[src/rtl/line_recovery_ctrl.sv]
// Line-loss recovery between the tracker decoder and the motor driver.
// Passes the tracker mode through, spins toward the last-seen side on loss, stops on timeout.
module line_recovery_ctrl #(
  parameter int unsigned LOST_DEBOUNCE  = 2_000_000,
  parameter int unsigned SEARCH_TIMEOUT = 200_000_000
) (
  input  logic       clk,
  input  logic       rst,
  input  logic       enable,
  input  logic       left_track,
  input  logic       mid_track,
  input  logic       right_track,
  input  logic [2:0] track_mode_in,
  output logic [2:0] mode_out,
  output logic       lost,
  output logic       search_fail,
  output logic [1:0] state_dbg
);

  localparam int unsigned CNT_MAX =
    (LOST_DEBOUNCE > SEARCH_TIMEOUT) ? LOST_DEBOUNCE : SEARCH_TIMEOUT;
  localparam int CW = $clog2(CNT_MAX + 1);

  localparam logic [CW-1:0] LOST_END   = CW'(LOST_DEBOUNCE);
  localparam logic [CW-1:0] SEARCH_END = CW'(SEARCH_TIMEOUT - 1);

  localparam logic [2:0] M_STOP   = 3'b000;
  localparam logic [2:0] M_SLEFT  = 3'b100;
  localparam logic [2:0] M_SRIGHT = 3'b101;

  typedef enum logic [1:0] {
    TRACK     = 2'b00,
    LOST_WAIT = 2'b01,
    SEARCH    = 2'b10,
    FAIL      = 2'b11
  } state_t;

  typedef enum logic {
    LEFT  = 1'b0,
    RIGHT = 1'b1
  } dir_t;

  logic [2:0]    sync1;
  logic [2:0]    s;
  state_t        state;
  state_t        state_n;
  logic [CW-1:0] cnt;
  logic [CW-1:0] cnt_n;
  dir_t          last_dir;
  dir_t          dir_n;
  logic [2:0]    mode_in;
  logic [2:0]    mode_n;
  logic          lost_n;
  logic          fail_n;
  logic          seen;

  always_ff @(posedge clk) begin
    if (rst) begin
      sync1 <= 3'b000;
      s     <= 3'b000;
    end else begin
      sync1 <= {left_track, mid_track, right_track};
      s     <= sync1;
    end
  end

  assign seen    = |s;
  assign mode_in = (track_mode_in > 3'd5) ? M_STOP : track_mode_in;

  always_comb begin
    state_n = state;
    cnt_n   = cnt;
    dir_n   = last_dir;
    if (!enable) begin
      state_n = TRACK;
      cnt_n   = '0;
    end else begin
      unique case (state)
        TRACK: begin
          unique case (s)
            3'b100, 3'b110: dir_n = LEFT;
            3'b001, 3'b011: dir_n = RIGHT;
            default:        dir_n = last_dir;
          endcase
          if (!seen) begin
            state_n = LOST_WAIT;
            cnt_n   = CW'(1);
          end
        end
        LOST_WAIT: begin
          if (seen) begin
            state_n = TRACK;
            cnt_n   = '0;
          end else if (cnt == LOST_END) begin
            state_n = SEARCH;
            cnt_n   = '0;
          end else begin
            cnt_n = cnt + CW'(1);
          end
        end
        SEARCH: begin
          // a reacquired line beats the timeout in the same cycle
          if (seen) begin
            state_n = TRACK;
            cnt_n   = '0;
          end else if (cnt == SEARCH_END) begin
            state_n = FAIL;
            cnt_n   = '0;
          end else begin
            cnt_n = cnt + CW'(1);
          end
        end
        FAIL: begin
          state_n = FAIL;
        end
        default: begin
          state_n = TRACK;
          cnt_n   = '0;
        end
      endcase
    end
  end

  // outputs are decoded from the next state so they land with it
  always_comb begin
    mode_n = mode_out;
    lost_n = 1'b0;
    fail_n = 1'b0;
    unique case (state_n)
      TRACK:     mode_n = enable ? mode_in : M_STOP;
      LOST_WAIT: lost_n = 1'b1;
      SEARCH: begin
        lost_n = 1'b1;
        mode_n = (last_dir == RIGHT) ? M_SRIGHT : M_SLEFT;
      end
      FAIL: begin
        fail_n = 1'b1;
        mode_n = M_STOP;
      end
      default: mode_n = M_STOP;
    endcase
  end

  always_ff @(posedge clk) begin
    if (rst) begin
      state       <= TRACK;
      cnt         <= '0;
      last_dir    <= LEFT;
      mode_out    <= M_STOP;
      lost        <= 1'b0;
      search_fail <= 1'b0;
    end else begin
      state       <= state_n;
      cnt         <= cnt_n;
      last_dir    <= dir_n;
      mode_out    <= mode_n;
      lost        <= lost_n;
      search_fail <= fail_n;
    end
  end

  assign state_dbg = state;

endmodule

[config.mk]
export PLATFORM = sky130hd
export DESIGN_NAME = line_recovery_ctrl
export DESIGN_NICKNAME = d
export VERILOG_FILES = /design/src/rtl/line_recovery_ctrl.sv
export SDC_FILE = /design/constraint.sdc
export NUM_CORES = 1
export LEC_CHECK = 0
export BUFFER_PORTS_ARGS = -buffer_cell sky130_fd_sc_hd__buf_2
export CAP_MARGIN = 15
export CORE_MARGIN = 3
export CORE_UTILIZATION = 46
export CTS_CLUSTER_DIAMETER = 150
export DETAILED_ROUTE_END_ITERATION = 16
export PLACE_DENSITY_LB_ADDON = 0.15
export SLEW_MARGIN = 15
export SYNTH_ARGS = -nofsm -noshare
export SYNTH_HDL_FRONTEND = slang
export SYNTH_SLANG_ARGS = --single-unit
[constraint.sdc]
create_clock -name clk -period 8.5 [get_ports clk]
set_clock_uncertainty 0.15 [all_clocks]
set_input_delay 2.125 -clock clk [delete_from_list [all_inputs] [get_ports clk]]
set_output_delay 2.125 -clock clk [all_outputs]
set_load 0.01 [all_outputs]
==> metrics.txt <==
final period utilization 0.405; post-CTS sizing 0; Fin Setup TNS 0 ps; CTS Buf Count 5; CTS tree done; Most common cell on crit path nand2b_1; initial antenna violation count 0; total wire length 4240 µm; Synth area leader dfxtp_1; H-tree levels 2; crit path time final between 3000 and 4000 ps; sum of buffers and inverters on the critical path 1; Max Cap Viol 0; Startpoint Class input pin; #FFs+latches synth 42; ys flop type dfxtp_1; Placed Cells incl. Taps 308; clock root buffer clkbuf_8; vias per cell approximately 5.5; most frequent cell after synthesis dfxtp_1; Tightest Pin Transition 976 ps; Design Power 0.000420 W; Clock Path Buffers 2; Core Rows 24; DR vias 1747; Max Fclk a little under 300 MHz; worst skew pair latency 290 ps; endpoints failing setup 0; worst-path maximum fanout 25; # DRC 0; post-DP HPWL 3100 µm; # IOs 16; EDFF count, synth 0; Worst path max stage delay 740 ps; Design Area, Final 0.00236 mm²; Max transition margin 0.344; die area around 0.0055 mm²; Netlist cell types 43; clk sink count 42; Total GRT Usage 0.169; Slew Limit Fails 0; Worst VDD drop about 0.12 mV; largest net degree at the start of global routing 26; Die X-Extent 74.1 µm; PD cells 178 mW/mm²; CP endpoint kind register; fraction of layout cells with a size suffix above 1 0.110; core footprint 0.00441 mm²; Port Buffers 15; fraction of registers with async set or reset after synthesis 0; Pleak 0.813 nW; CP arrival between 3000 and 4000 ps; Diodes inserted 0; Hold Vio Cnt, Final 0; Setup Fix Bufs, Post-CTS 0; Area after DPL approximately 0.0022 mm²; area grow syn2layout 10.9%; post-route ant nets 0; first-pass GRT wire length 7240 µm; register area share after synthesis 0.395; Worst EP required 8500 ps; Clock Pin Slew Worst Setup and Hold Paths 80 ps; initial core utilization 0.483; vias in the first global route ~1600; Synth top cells by count dfxtp_1 (42), nor2_1 (39), nand3_1 (21); RSZ-0062 raised after global routing false; WS Path Type input pin to register; number of nets in the layout 279; CP delay by family, top simple AND/OR/NAND/NOR gates; CP Cell Sequence buf_2 -> nand2b_1 -> nand2b_1 -> nor2_1; status finished, final reports clean; final design utilization 0.535; Syn Inst Count 250; GR Overflow Total 0; Yosys top cell area share 0.395; Slowest cell on crit path nand2b_1; Routed WL per cell 13.4 µm; Finished Layout Cells 316; hold buffer count at CTS 0; ranking of synthesized cells by area dfxtp_1 (39%), xor2_1 (7.0%), nor2_1 (6.9%); DRT iter0 DRCs 106; mapped cell area 0.00213 mm²; GP Congestion 0.828; Syn Nets 266; Die Ht 74.1 µm; syn avg cell area 8.52 µm²; Ys Warns 0; HP Class register to register; drt first pass iters 4
[state kept, by name, indices dropped and copies added (netlist names)]
signal       cells
s                3
cnt             28
sync1            3
search_fail      1
lost             1
last_dir         1
state_dbg        2
mode_out         3
[worst register-to-register path: stages, from the launching register on]
cell	delay, ps
dfxtp_1	360
or4_4	560
nor4_1	530
a211oi_1	180
nor2_1	320
nand2_1	140
nand2b_1	680
nor2_1	130
[per-layer routing]
metal / part of all wire / vias up / wire length [µm] / GRT usage
li1: - / 910 / - / -
met1: 0.48 / 797 / 2050 / 0.208
met2: 0.46 / 28 / 1930 / 0.274
met3: 0.036 / 12 / 152 / 0.0419
met5: 0 / - / 0 / 0
met4: 0.023 / 0 / 98 / 0.0845
[power by group]
part	leakage, nW	internal [W]	total [W]	switching [W]
registers	0.340	0.000200	0.000202	0.00000189
logic	0.401	0.00000980	0.0000257	0.0000159
clock network	0.0714	0.000125	0.000193	0.0000677
[path summary, 6_finish.rpt]
| path | startpoint | endpoint | slack, ps | cells past startpoint |
|---|---|---|---|---|
| worst max-delay path | rst | cnt[20]$_SDFFE_PP0P_ | 5060 | 4 |
| worst min-delay path | sync1[2]$_SDFF_PP0_ | s[2]$_SDFF_PP0_ | 290 | 1 |
| worst max register to register | cnt[13]$_SDFFE_PP0P_ | cnt[20]$_SDFFE_PP0P_ | 5320 | 7 |
| worst min register to register | sync1[2]$_SDFF_PP0_ | s[2]$_SDFF_PP0_ | 290 | 1 |
[metrics by stage]
stage | hold slack, ps | setup WS (ps)
floorplan | 264 | 5140
global placement | 268 | 4750
detailed placement | 273 | 4680
CTS | 292 | 5000
global route | 319 | 4850
finish | 287 | 5060
[final cells by class]
| class | count | area, µm² |
|---|---|---|
| fill | 437 | 2050 |
| timing repair buffer | 15 | 75.1 |
| inverter | 10 | 37.5 |
| multi-input combinational | 189 | 1200 |
| tap | 52 | 65.1 |
| sequential | 42 | 841 |
| clock buffer | 6 | 82.6 |
| clock inverter | 2 | 60.1 |
[cells in the final DEF, fill, tap and decap left out, types with 4 or more instances in the layout]
cell	synthesis	routed
xnor2_1	6	6
nand2_1	14	14
nor2_1	39	39
inv_1	10	10
nor3_1	5	5
nor2b_1	8	8
o211ai_1	4	4
and4_1	6	6
clkbuf_8	0	6
nand4_1	11	11
buf_2	7	15
nand3_1	21	21
dfxtp_1	42	42
ha_1	7	7
xor2_1	17	17
a21oi_1	9	9
o21ai_0	6	6
[cell families after synthesis]
logic type,synth area share
and+or+nand+nor,0.327
DFF,0.395
AOI/OAI and AO/OA,0.0916
xor gates and xnor gates,0.0945
buffers and inverters,0.0411
adders and majority gates,0.0411
muxes,0.00998
Note: power is estimated with default switching activity, not from simulation.
